### config.mk
export PLATFORM = sky130hd
export DESIGN_NAME = fetch_unit_flat
export DESIGN_NICKNAME = d
export VERILOG_FILES = /design/src/rtl/fetch_unit_pkg.sv /design/src/rtl/fetch_unit_if.sv /design/src/rtl/fetch_queue.sv /design/src/rtl/fetch_unit.sv /design/src/flat_wrapper.sv
export SDC_FILE = /design/constraint.sdc
export NUM_CORES = 1
export LEC_CHECK = 0
export BUFFER_PORTS_ARGS = -buffer_cell sky130_fd_sc_hd__buf_2
export CORE_MARGIN = 1
export CORE_UTILIZATION = 55
export DETAILED_ROUTE_END_ITERATION = 10
export GPL_ROUTABILITY_DRIVEN = 0
export HOLD_SLACK_MARGIN = 0.03
export PLACE_DENSITY = 0.85
export SYNTH_ARGS = -nofsm -noshare
export SYNTH_HDL_FRONTEND = slang
export SYNTH_SLANG_ARGS = --single-unit
### constraint.sdc
create_clock -name CLK -period 8.5 [get_ports CLK]
set_input_delay 0 -clock CLK [delete_from_list [all_inputs] [get_ports CLK]]
set_output_delay 0 -clock CLK [all_outputs]
set_load 0.1 [all_outputs]
### src/rtl/fetch_unit_pkg.sv
// Shared types and defaults for the instruction fetch unit.
package fetch_unit_pkg;

  localparam int unsigned XLEN         = 32;
  localparam logic [31:0] RESET_PC_DEF = 32'h0000_0000;
  localparam int unsigned QDEPTH_DEF   = 2;

  typedef enum logic [1:0] {
    IDLE = 2'd0,
    WAIT = 2'd1,
    DROP = 2'd2
  } fetch_state_t;

  typedef struct packed {
    logic [XLEN-1:0] pcp1;
    logic [XLEN-1:0] instr;
  } q_entry_t;

endpackage

### src/rtl/fetch_unit_if.sv
// Instruction memory request/response bus between fetch unit and memory.
interface fetch_unit_if;
  import fetch_unit_pkg::*;

  logic            IMemReq;
  logic [XLEN-1:0] IMemAddr;
  logic            IMemReady;
  logic            IMemValid;
  logic [XLEN-1:0] IMemRData;

  modport master (
    output IMemReq, IMemAddr,
    input  IMemReady, IMemValid, IMemRData
  );

  modport slave (
    input  IMemReq, IMemAddr,
    output IMemReady, IMemValid, IMemRData
  );
endinterface

### src/rtl/fetch_queue.sv
// Shift-style synchronous FIFO; entry 0 is always the head, flush dominates push.
module fetch_queue
  import fetch_unit_pkg::*;
#(
  parameter int unsigned QDEPTH = QDEPTH_DEF
) (
  input  logic                         clk,
  input  logic                         rst,
  input  logic                         flush,
  input  logic                         push,
  input  logic                         pop,
  input  q_entry_t                     din,
  output logic [$clog2(QDEPTH+1)-1:0]  count,
  output q_entry_t                     head
);

  localparam int unsigned CW = $clog2(QDEPTH + 1);
  localparam int unsigned IW = (QDEPTH > 1) ? $clog2(QDEPTH) : 1;

  q_entry_t        ent [QDEPTH];
  logic [IW-1:0]   wr_idx;

  // A simultaneous pop shifts everything down, so the write slot moves down too.
  assign wr_idx = pop ? IW'(count - CW'(1)) : IW'(count);
  assign head   = ent[0];

  always_ff @(posedge clk) begin
    if (rst || flush) begin
      count <= '0;
      for (int i = 0; i < QDEPTH; i++) ent[i] <= '0;
    end else begin
      if (pop) begin
        for (int i = 0; i < QDEPTH - 1; i++) ent[i] <= ent[i+1];
        ent[QDEPTH-1] <= '0;
      end
      if (push) ent[wr_idx] <= din;
      count <= count + CW'(push) - CW'(pop);
    end
  end

endmodule

### src/rtl/fetch_unit.sv
// Instruction fetch unit: single-outstanding memory requests feeding a small
// instruction queue, with redirect flush and discard of in-flight responses.
module fetch_unit
  import fetch_unit_pkg::*;
#(
  parameter logic [31:0] RESET_PC = RESET_PC_DEF,
  parameter int unsigned QDEPTH   = QDEPTH_DEF
) (
  input  logic              CLK,
  input  logic              CLR,
  input  logic              StallF,
  input  logic              RedirectE,
  input  logic [XLEN-1:0]   RedirectPC,
  fetch_unit_if.master      imem,
  output logic [XLEN-1:0]   PCp1FOut,
  output logic [XLEN-1:0]   InstrFOut,
  output logic              ValidF
);

  localparam int unsigned CW = $clog2(QDEPTH + 1);

  fetch_state_t    state;
  logic [XLEN-1:0] pc;
  logic [CW-1:0]   count;
  q_entry_t        head;
  q_entry_t        din;
  logic            req;
  logic            push;
  logic            pop;

  assign req  = (state == IDLE) && (count < CW'(QDEPTH)) && !CLR && !RedirectE;
  assign push = (state == WAIT) && imem.IMemValid && !RedirectE && !CLR;
  assign pop  = ValidF && !StallF;
  assign din  = '{pcp1: pc, instr: imem.IMemRData};

  assign imem.IMemReq  = req;
  assign imem.IMemAddr = pc;

  // Head comes straight from queue registers; invalid head reads as a bubble.
  assign ValidF    = (count != '0) && !CLR;
  assign PCp1FOut  = ValidF ? head.pcp1  : '0;
  assign InstrFOut = ValidF ? head.instr : '0;

  always_ff @(posedge CLK) begin
    if (CLR) begin
      pc    <= RESET_PC;
      state <= IDLE;
    end else if (RedirectE) begin
      pc    <= RedirectPC;
      // An in-flight request with no response yet must have its data dropped.
      state <= (state == IDLE || imem.IMemValid) ? IDLE : DROP;
    end else begin
      case (state)
        IDLE: begin
          if (req && imem.IMemReady) begin
            pc    <= pc + 32'd1;
            state <= WAIT;
          end
        end
        WAIT:    if (imem.IMemValid) state <= IDLE;
        DROP:    if (imem.IMemValid) state <= IDLE;
        default: state <= IDLE;
      endcase
    end
  end

  fetch_queue #(.QDEPTH(QDEPTH)) u_queue (
    .clk   (CLK),
    .rst   (CLR),
    .flush (RedirectE),
    .push  (push),
    .pop   (pop),
    .din   (din),
    .count (count),
    .head  (head)
  );

endmodule

### src/flat_wrapper.sv
// flat-port wrapper written by rule: the top's interface ports become plain ports
module fetch_unit_flat import fetch_unit_pkg::*;
#(
  parameter logic [31:0] RESET_PC = RESET_PC_DEF,
  parameter int unsigned QDEPTH   = QDEPTH_DEF
)
  (CLK, CLR, StallF, RedirectE, RedirectPC, PCp1FOut, InstrFOut, ValidF, imem_IMemReq, imem_IMemAddr, imem_IMemReady, imem_IMemValid, imem_IMemRData);
  fetch_unit_if imem_i ();
  input  logic CLK;
  input  logic CLR;
  input  logic StallF;
  input  logic RedirectE;
  input  logic [XLEN-1:0] RedirectPC;
  output logic [XLEN-1:0] PCp1FOut;
  output logic [XLEN-1:0] InstrFOut;
  output logic ValidF;
  output wire logic [$bits(imem_i.IMemReq)-1:0] imem_IMemReq;
  output wire logic [$bits(imem_i.IMemAddr)-1:0] imem_IMemAddr;
  input wire logic [$bits(imem_i.IMemReady)-1:0] imem_IMemReady;
  input wire logic [$bits(imem_i.IMemValid)-1:0] imem_IMemValid;
  input wire logic [$bits(imem_i.IMemRData)-1:0] imem_IMemRData;
  assign imem_IMemReq = imem_i.IMemReq;
  assign imem_IMemAddr = imem_i.IMemAddr;
  assign imem_i.IMemReady = imem_IMemReady;
  assign imem_i.IMemValid = imem_IMemValid;
  assign imem_i.IMemRData = imem_IMemRData;
  fetch_unit #(.RESET_PC(RESET_PC), .QDEPTH(QDEPTH)) u_core (.CLK(CLK), .CLR(CLR), .StallF(StallF), .RedirectE(RedirectE), .RedirectPC(RedirectPC), .imem(imem_i), .PCp1FOut(PCp1FOut), .InstrFOut(InstrFOut), .ValidF(ValidF));
endmodule
# Yosys cells after proc, flatten, opt, wreduce, memory -nomap -nowiden

Memory sizes are Yosys's and may differ from the RTL's.
Cells that the tools add are included.

Output and inout bits: 98
Bits of input ports: 70
Register bits after elaboration: 36
Logic and storage cells: 57
Memory bits (writable): 128
Memories kept: 1

Memory list:

| name               | words | width | rd ports | clocked after memory_dff | wr ports | line              | text |
|---|---|---|---|---|---|---|---|
| u_core.u_queue.ent | 2     | 64    | 2        | 0                        | 3        | fetch_queue.sv:20 | `q_entry_t ent [QDEPTH];` |

Reductions and logical operators: 21
Add/sub/neg operators: 4
Muxes and demuxes: 21
Eq/ne operators: 4
$lt $le $gt $ge: 1
Bitwise operators: 2

Operators by type and width:

| kind                                                   | count |
|---|---|
| 2-to-1 mux 32 bit                                      | 5 |
| 2-to-1 mux 64 bit                                      | 2 |
| adder 32 x 1 -> 32 bit (second input constant)         | 1 |
| logical AND 1 bit                                      | 9 |
| 2-to-1 mux 1 bit                                       | 9 |
| 2-to-1 mux 2 bit                                       | 4 |
| nonzero test 2 bit                                     | 3 |
| case mux 2 bit (2 select lines)                        | 1 |
| AND reduction 2 bit                                    | 2 |
| zero test 1 bit                                        | 3 |
| inequality test 3 x 1 -> 1 bit (second input constant) | 1 |
| inequality test 3 bit (second input constant)          | 1 |
| adder 2 x 1 -> 2 bit                                   | 1 |
| equality test 2 x 1 -> 1 bit (second input constant)   | 1 |
| equality test 2 bit (second input constant)            | 1 |
| zero test 2 bit                                        | 1 |
| logical OR 1 bit                                       | 2 |
| less-than comparator 2 bit (second input constant)     | 1 |
| OR 1 bit                                               | 2 |
| OR reduction 2 bit                                     | 1 |
| subtractor 2 x 1 -> 2 bit                              | 1 |
| subtractor 1 bit (second input constant)               | 1 |

# Logic depth before layout (Yosys ltp)

Gate-level depths: netlist of the first run.

Depth after elaboration: 8
Gate-level depth with buffers: 9
Gate-level depth less buffers: 9

# By module

From an unflattened synthesis of the first run, not the netlist that was laid out.

Cell total of the unflattened synthesis: 632
Area total of the unflattened synthesis: 7697.4 um^2

Modules (own cells, without submodules):

| module      | seq. area each (um^2) | cells an instance | area an instance (um^2) | instances |
|---|---|---|---|---|
| fetch_queue | 3883.7                | 296               | 5190.0                  | 1 |
| fetch_unit  | 680.7                 | 336               | 2507.4                  | 1 |

# Worst setup path after synthesis of the first run

OpenSTA, ideal clock, no wires.

Path kind: reg-to-reg
From: reg u_core.u_queue.count[1]
To: mem u_core.u_queue.ent[1][0] (netlist name) (enable)
Arrival time: 2.574 ns
Data required time: 8.075 ns
Path buffers: 0
Setup slack: 5.501 ns
Period minus slack after synthesis: 2.999 ns
Stages on the path, launching flop included: 6
Library setup time: 0.425 ns
Cells stage by stage: dfxtp_1 o21bai_1 nor3_1 nor2_1 nor2_1 or4_1

RTL lines:

| element                | line              | text |
|---|---|---|
| from (decl)            | fetch_queue.sv:13 | `output logic [$clog2(QDEPTH+1)-1:0] count,` |
| from (signal assigned) | fetch_queue.sv:37 | `count <= count + CW'(push) - CW'(pop);` |
| to (decl)              | fetch_queue.sv:20 |  |

==> impl_metrics.csv, run 1 <==
group,metric,value,unit
drt,firstDrtPassIters,5,
global_routing,grt_overflow,0,
setup_path,r2r-start,"u_core.u_queue.count[1]$_SDFF_PP0_",
setup_path,crit_arrival,3.70,ns
placement,placed_cell_area,8780,µm²
clocking,h-tree-depth,4,
drt,avgRoutedWirePerCell,15.9,µm
worst_hold_path,min_from,"imem_IMemReady",
drt,drc,0,
placement,port_buffers,167,
drt,ant_nets,0,
clocking,insertion_delay,0.41,ns
clocking,cts_tree,"built",
final_layout,design_area,9970,µm²
synth,async_flop_share,0,%
final_layout,final_cell_mix,"167 x buf_2, 150 x nand2_1, 128 x edfxtp_1, 127 x and2_1, 73 x o21ai_0",
synth,ys_ff_latch,164,
worst_hold_path,worst_hold_path.endpoint,"u_core.imem.IMemAddr[8]$_SDFFE_PP0P_",
synth,ys_types,59,
sta,finalHoldViolCount,0,
drt,wl,18.5,mm
floorplanning,die_w,122,µm
final_layout,drive_above_1_share,22.2,%
setup_path,r2r_slack,4.86,ns
sta,rsz0062_at_grt,"false",
setup_path,cp_max_fo,62,
clocking,cts_sinks,164,
final_layout,n_antenna_cell,0,
synth,syn_avg_cell_area,10.3,µm²
final_layout,final_common_cell,"buf_2",
worst_hold_path,min_path_type,"input pin to register",
setup_path,crit_required,8.56,ns
clocking,cts_buffers,17,
floorplanning,rows,43,
floorplanning,start_util,57.0,%
synth,ys_top_cells_by_area,"edfxtp_1 48%, and2_1 10%, dfxtp_1 9.0%",
floorplanning,num_io_pins,168,
synth,netlist.area_leader.share,48.2,%
sta,fmax,275,MHz
sta,fin_crit,3.64,ns
pwr,powerDensity,181,nW/µm²
floorplanning,design.core.area,14000,µm²
floorplanning,die-area,15000,µm²
job,max-cap-violations,0,
synth,yosys_warnings,0,
clocking,cts.clk_slew.worst_paths,0.06,ns
synth,synth_seq_area_share,57.3,%
synth,yosys.area.top_type,"edfxtp_1",
clocking,cts-root-buf,"clkbuf_16",
sta,fin_skew,0.0108,ns
sta,tns,0,ns
global_routing,globalRouteTotalUtil,25.5,%
global_routing,grt_max_degree,130,
sta,worst_pin_slew,1.04,ns
synth,synth_edf_count,128,
setup_path,r2r-end,"u_core.u_queue.ent[1][7]$_SDFFCE_PN0P_",
clocking,clock_path_buffers,2,
final_layout,area_growth,25.1,%
synth,syn-num-nets,849,
sta,maxSlewViolCount,0,
final_layout,final_nets,1049,
worst_hold_path,holdPathStages,4,
setup_path,reg2regPathDepth,6,
synth,dominantRegCellSynth,"edfxtp_1",
pwr,ir_drop,135,µV
drt,drtIter0Drc,552,
floorplanning,die_h,122,µm
setup_path,crit_type,"register to register",
sta,setup_violations,0,
synth,syn_area,7970,µm²
sta,fin_ws,4.86,ns
pwr,finalPower,1.80,mW
global_routing,grt_pass1_vias,5908,
global_routing,antenna_found_initial,0,
synth,postSynthCellCount,774,
global_routing,grt_pass1_wl,29.2,mm
setup_path,start_kind,"register",
placement,place_ws,4.84,ns
sta,finalCritPeriodShare,42.8,%
clocking,post_cts_buffers,0,
pwr,leakagePower,4.10,nW
status,status,"complete, no violations",
drt,drt-vias-per-instance,5.48,
sta,relSlewSlack,30.7,%
placement,dpl.hpwl,11.2,mm
drt,num_vias,6397,
setup_path,cp-end-kind,"register",
kinds of logic (layout without fill, tap and decap cells):
logic type | count (synthesis) | count (layout) | synth area share (%)
simple gates | 390 | 390 | 26.0
flops | 164 | 164 | 57.3
compound gates | 133 | 133 | 9.81
buf+inv | 65 | 278 | 4.21
xor+xnor | 14 | 14 | 1.54
fa+ha+maj | 5 | 5 | 0.785
mux | 3 | 3 | 0.393
per-stage QoR:
| step | hold WS [ns] | cells | utilization, % |
|---|---|---|---|
| global route | 0.112 | 1167 | 71.3 |
| global placement | 0.215 | 1069 | 62.8 |
| floorplan | 0.110 | 774 | - |
| finish | 0.0994 | 1167 | 71.3 |
| detailed placement | 0.213 | 1069 | 62.8 |
| CTS | 0.0907 | 1167 | 71.3 |
routing by layer:
metal / global-route usage (%) / vias to the layer above / wire length, µm
li1: - / 3119 / -
met5: 0 / - / 0
met4: 9.30 / 0 / 418
met3: 4.93 / 36 / 1230
met2: 42.7 / 255 / 9020
met1: 33.0 / 2987 / 7850
Yosys cell counts, types with 10 or more instances:
cell	count
nand2_1	150
edfxtp_1	128
and2_1	127
o21ai_0	73
clkbuf_1	42
dfxtp_1	36
nor2_1	20
a21oi_1	15
nand4_1	13
nand3_1	12
nor3_1	12
nor2b_1	11
nor4_1	11
xnor2_1	10
worst max path at each step:
| stage | end | slack, ns | from | depth (start not counted) |
|---|---|---|---|---|
| floorplan | u_core.u_queue.ent[1][0]$_SDFFCE_PN0P_ | 5.50 | u_core.u_queue.count[1]$_SDFF_PP0_ | 5 |
| global placement | u_core.u_queue.ent[1][7]$_SDFFCE_PN0P_ | 5.02 | CLR | 7 |
| detailed placement | u_core.u_queue.ent[1][6]$_SDFFCE_PN0P_ | 4.84 | CLR | 7 |
| CTS | u_core.u_queue.ent[1][1]$_SDFFCE_PN0P_ | 4.85 | u_core.u_queue.count[1]$_SDFF_PP0_ | 6 |
| global route | u_core.u_queue.ent[1][4]$_SDFFCE_PN0P_ | 4.44 | u_core.u_queue.count[1]$_SDFF_PP0_ | 6 |
| finish | u_core.u_queue.ent[1][7]$_SDFFCE_PN0P_ | 4.86 | u_core.u_queue.count[1]$_SDFF_PP0_ | 6 |
state kept, by name, summed over array words and instances (netlist names):
register and cells:
u_core.imem.IMemAddr 32, u_core.u_queue.count 2, u_core.u_queue.ent 128, u_core.state 2
repair_timing:
item | CTS | global route
resized for setup | 0 | 0
hold buffers | 66 | 0
hold endpoints to repair | 97 | 0
power breakdown:
part           leakage [nW]  internal (mW)  switching [mW]
sequential             1.72          0.897          0.0295
combinational          2.12         0.0561           0.126
clock                 0.256          0.408           0.283
cell type report:
class                   instances  area, µm²
inverters                       8       30.0
fillers                      1017       4020
clock buffers                  25        465
flip-flops and latches        164       4560
multi-input cells             545       3090
clock inverters                 7       61.3
repair buffers                238       1530
well taps                     180        225
worst max-delay path, stage by stage, from the launching register on:
cell,delay (ns)
dfxtp_1,0.44
o21bai_1,0.21
nor3_1,0.35
nor2_1,0.19
nor2_4,0.81
or4_2,0.75
buf_4,0.51
Power figures use the tool's default switching activity.
==> run 2: changes to the inputs <==
==> constraint.sdc (replaced) <==
create_clock -name CLK -period 3.59 [get_ports CLK]
set_input_delay 0 -clock CLK [delete_from_list [all_inputs] [get_ports CLK]]
set_output_delay 0 -clock CLK [all_outputs]
set_load 0.1 [all_outputs]
==> impl_metrics.csv, run 2 (synthesis gave the netlist of run 1 again) <==
group,metric,value,unit
global_routing,antenna_found_initial,0,
setup_path,path_delay_family,"simple AND/OR/NAND/NOR gates",
status,status,"complete, no violations",
sta,maxSlewViolCount,0,
clocking,cts_sinks,164,
setup_path,cp_slowest_stage_delay,0.67,ns
setup_path,crit_arrival,3.43,ns
clocking,post_cts_buffers,0,
sta,rsz0062_at_grt,"false",
sta,fmax,327,MHz
sta,worst_pin_slew,1.09,ns
setup_path,reg2regPathDepth,8,
global_routing,globalRouteTotalUtil,27.3,%
drt,wl,19.6,mm
worst_hold_path,min_path_type,"input pin to register",
drt,num_vias,6665,
setup_path,start_kind,"register",
global_routing,grt_overflow,0,
pwr,p_comb_share,10.3,%
setup_path,cp_max_fo,17,
sta,holdWs,0.121,ns
job,max-cap-violations,0,
floorplanning,die_w,122,µm
final_layout,final_nets,1064,
drt,drtIter0Drc,663,
sta,fin_skew,0.00777,ns
final_layout,fillCellCount,969,
setup_path,r2r_slack,0.54,ns
clocking,h-tree-depth,4,
floorplanning,num_io_pins,168,
drt,avgRoutedWirePerCell,16.6,µm
final_layout,n_antenna_cell,0,
setup_path,crit_required,3.97,ns
clocking,cts_buffers,17,
clocking,cts-root-buf,"clkbuf_16",
drt,drt-vias-per-instance,5.64,
setup_path,r2r-start,"u_core.state[1]$_SDFFE_PP0P_",
floorplanning,die-area,15000,µm²
sta,fin_crit,3.05,ns
sta,tns,0,ns
final_layout,final_common_cell,"buf_2",
sta,finalHoldViolCount,0,
final_layout,regMostFlops,"u_core.u_queue.ent",
pwr,ir_drop,280,µV
floorplanning,start_util,57.0,%
global_routing,grt-busiest-layer,"met2",
placement,dpl.hpwl,11.6,mm
drt,ant_nets,0,
pwr,power_frac_seq,50.7,%
final_layout,area_growth,27.1,%
placement,port_buffers,167,
global_routing,grt_max_degree,129,
clocking,cts.clk_slew.worst_paths,0.07,ns
setup_path,crit_start,"u_core.state[1]$_SDFFE_PP0P_",
setup_path,cp-endpoint,"u_core.imem.IMemAddr[3]$_SDFFE_PP0P_",
setup_path,cp.depth,8,
global_routing,grt_pass1_wl,31.3,mm
final_layout,final_cell_mix,"167 x buf_2, 150 x nand2_1, 128 x edfxtp_1, 127 x and2_1, 78 x dlygate4sd3_1",
pwr,power_frac_clock,39.0,%
drt,drc,0,
final_layout,seqCellArea,4560,µm²
sta,setup_violations,0,
pwr,powerDensity,427,nW/µm²
setup_path,r2r-end,"u_core.imem.IMemAddr[3]$_SDFFE_PP0P_",
final_layout,multi_input_comb_area,3090,µm²
final_layout,largest_reg_flops,128,
global_routing,grt_pass1_vias,6305,
floorplanning,die_h,122,µm
setup_path,cp-end-kind,"register",
final_layout,drive_above_1_share,22.7,%
sta,finalCritPeriodShare,85.1,%
clocking,cts_tree,"built",
global_routing,gr-usage-met3,5.86,%
setup_path,slowest_stage,"and2_1",
setup_path,cp_cell_sequence,"inv_1 -> ha_1 -> nor4b_4 -> and2_1 -> nand4_1 -> mux2_2 -> nor3_1 -> dlygate4sd3_1",
clocking,insertion_delay,0.43,ns
clocking,clock_path_buffers,2,
pwr,p_int,3.21,mW
drt,firstDrtPassIters,5,
setup_path,path_buf_inv,2,
pwr,netSwitchingPower,1.11,mW
setup_path,crit_type,"register to register",
floorplanning,design.core.area,14000,µm²
global_routing,grt_use_met2,43.8,%
pwr,leakagePower,4.17,nW
sta,relSlewSlack,27.0,%
global_routing,met1_usage,35.4,%
pwr,swShare,25.8,%
floorplanning,rows,43,
run 2: changes by cell type in the layout (fill, tap and decap cells not counted), sizes merged:
| cell | before | now |
|---|---|---|
| clkbuf | 25 | 18 |
| clkinvlp | 1 | 6 |
| dlygate4sd3 | 66 | 78 |
| buf | 172 | 175 |
| clkinv | 5 | 7 |
run 2: cell type report:
class	instances	share of cell area, %
repair buffers	253	16.6
multi-input cells	545	30.5
clock inverters	14	1.14
inverters	8	0.296
well taps	180	2.22
flip-flops and latches	164	45.1
clock buffers	18	4.24
run 2: worst min-delay path by stage:
stage                   startpoint                                     to  cells past startpoint
floorplan           RedirectPC[26]  u_core.imem.IMemAddr[26]$_SDFFE_PP0P_                      1
global placement    RedirectPC[26]  u_core.imem.IMemAddr[26]$_SDFFE_PP0P_                      2
detailed placement  RedirectPC[14]  u_core.imem.IMemAddr[14]$_SDFFE_PP0P_                      3
CTS                      RedirectE           u_core.state[1]$_SDFFE_PP0P_                      3
global route             RedirectE           u_core.state[1]$_SDFFE_PP0P_                      3
finish                   RedirectE           u_core.state[1]$_SDFFE_PP0P_                      3
run 2: timing repair:
item                                   in CTS  in global routing
endpoints found under the hold margin      98                  0
gates resized for setup                     0                  0
setup endpoints to repair                   0                  0
hold buffers                               78                  0
run 2: power by group through the flow:
stage	registers, mW	clock network, mW	logic, mW
floorplan	2.37	0	0.128
global placement	2.23	0	0.368
detailed placement	2.23	0	0.372
CTS	2.19	1.70	0.438
global route	2.20	1.78	0.469
finish	2.19	1.68	0.446
run 2: per-layer routing:
| metal | up-vias | routed length, µm |
|---|---|---|
| met5 | - | 0 |
| met4 | 0 | 525 |
| met3 | 54 | 1480 |
| met2 | 328 | 9460 |
| met1 | 3132 | 8110 |
| li1 | 3151 | - |
run 2: metrics by stage:
stage / power [mW] / utilization [%] / area [µm²] / std cells / worst slack, ns
2_1_floorplan: 2.50 / - / 7970 / 774 / 0.591
3_3_place_gp: 2.60 / 62.9 / 8800 / 1072 / 1.02
3_5_place_dp: 2.60 / 62.9 / 8800 / 1072 / 0.924
4_1_cts: 4.33 / 72.4 / 10100 / 1182 / 0.666
5_1_grt: 4.45 / 72.4 / 10100 / 1182 / 0.321
6_report: 4.32 / 72.4 / 10100 / 1182 / 0.536
run 2: worst register-to-register path: stages (launching register included):
cell	delay (ns)
dfxtp_1	0.30
inv_1	0.10
ha_1	0.27
nor4b_4	0.42
and2_1	0.67
nand4_1	0.18
mux2_2	0.30
nor3_1	0.18
dlygate4sd3_1	0.58
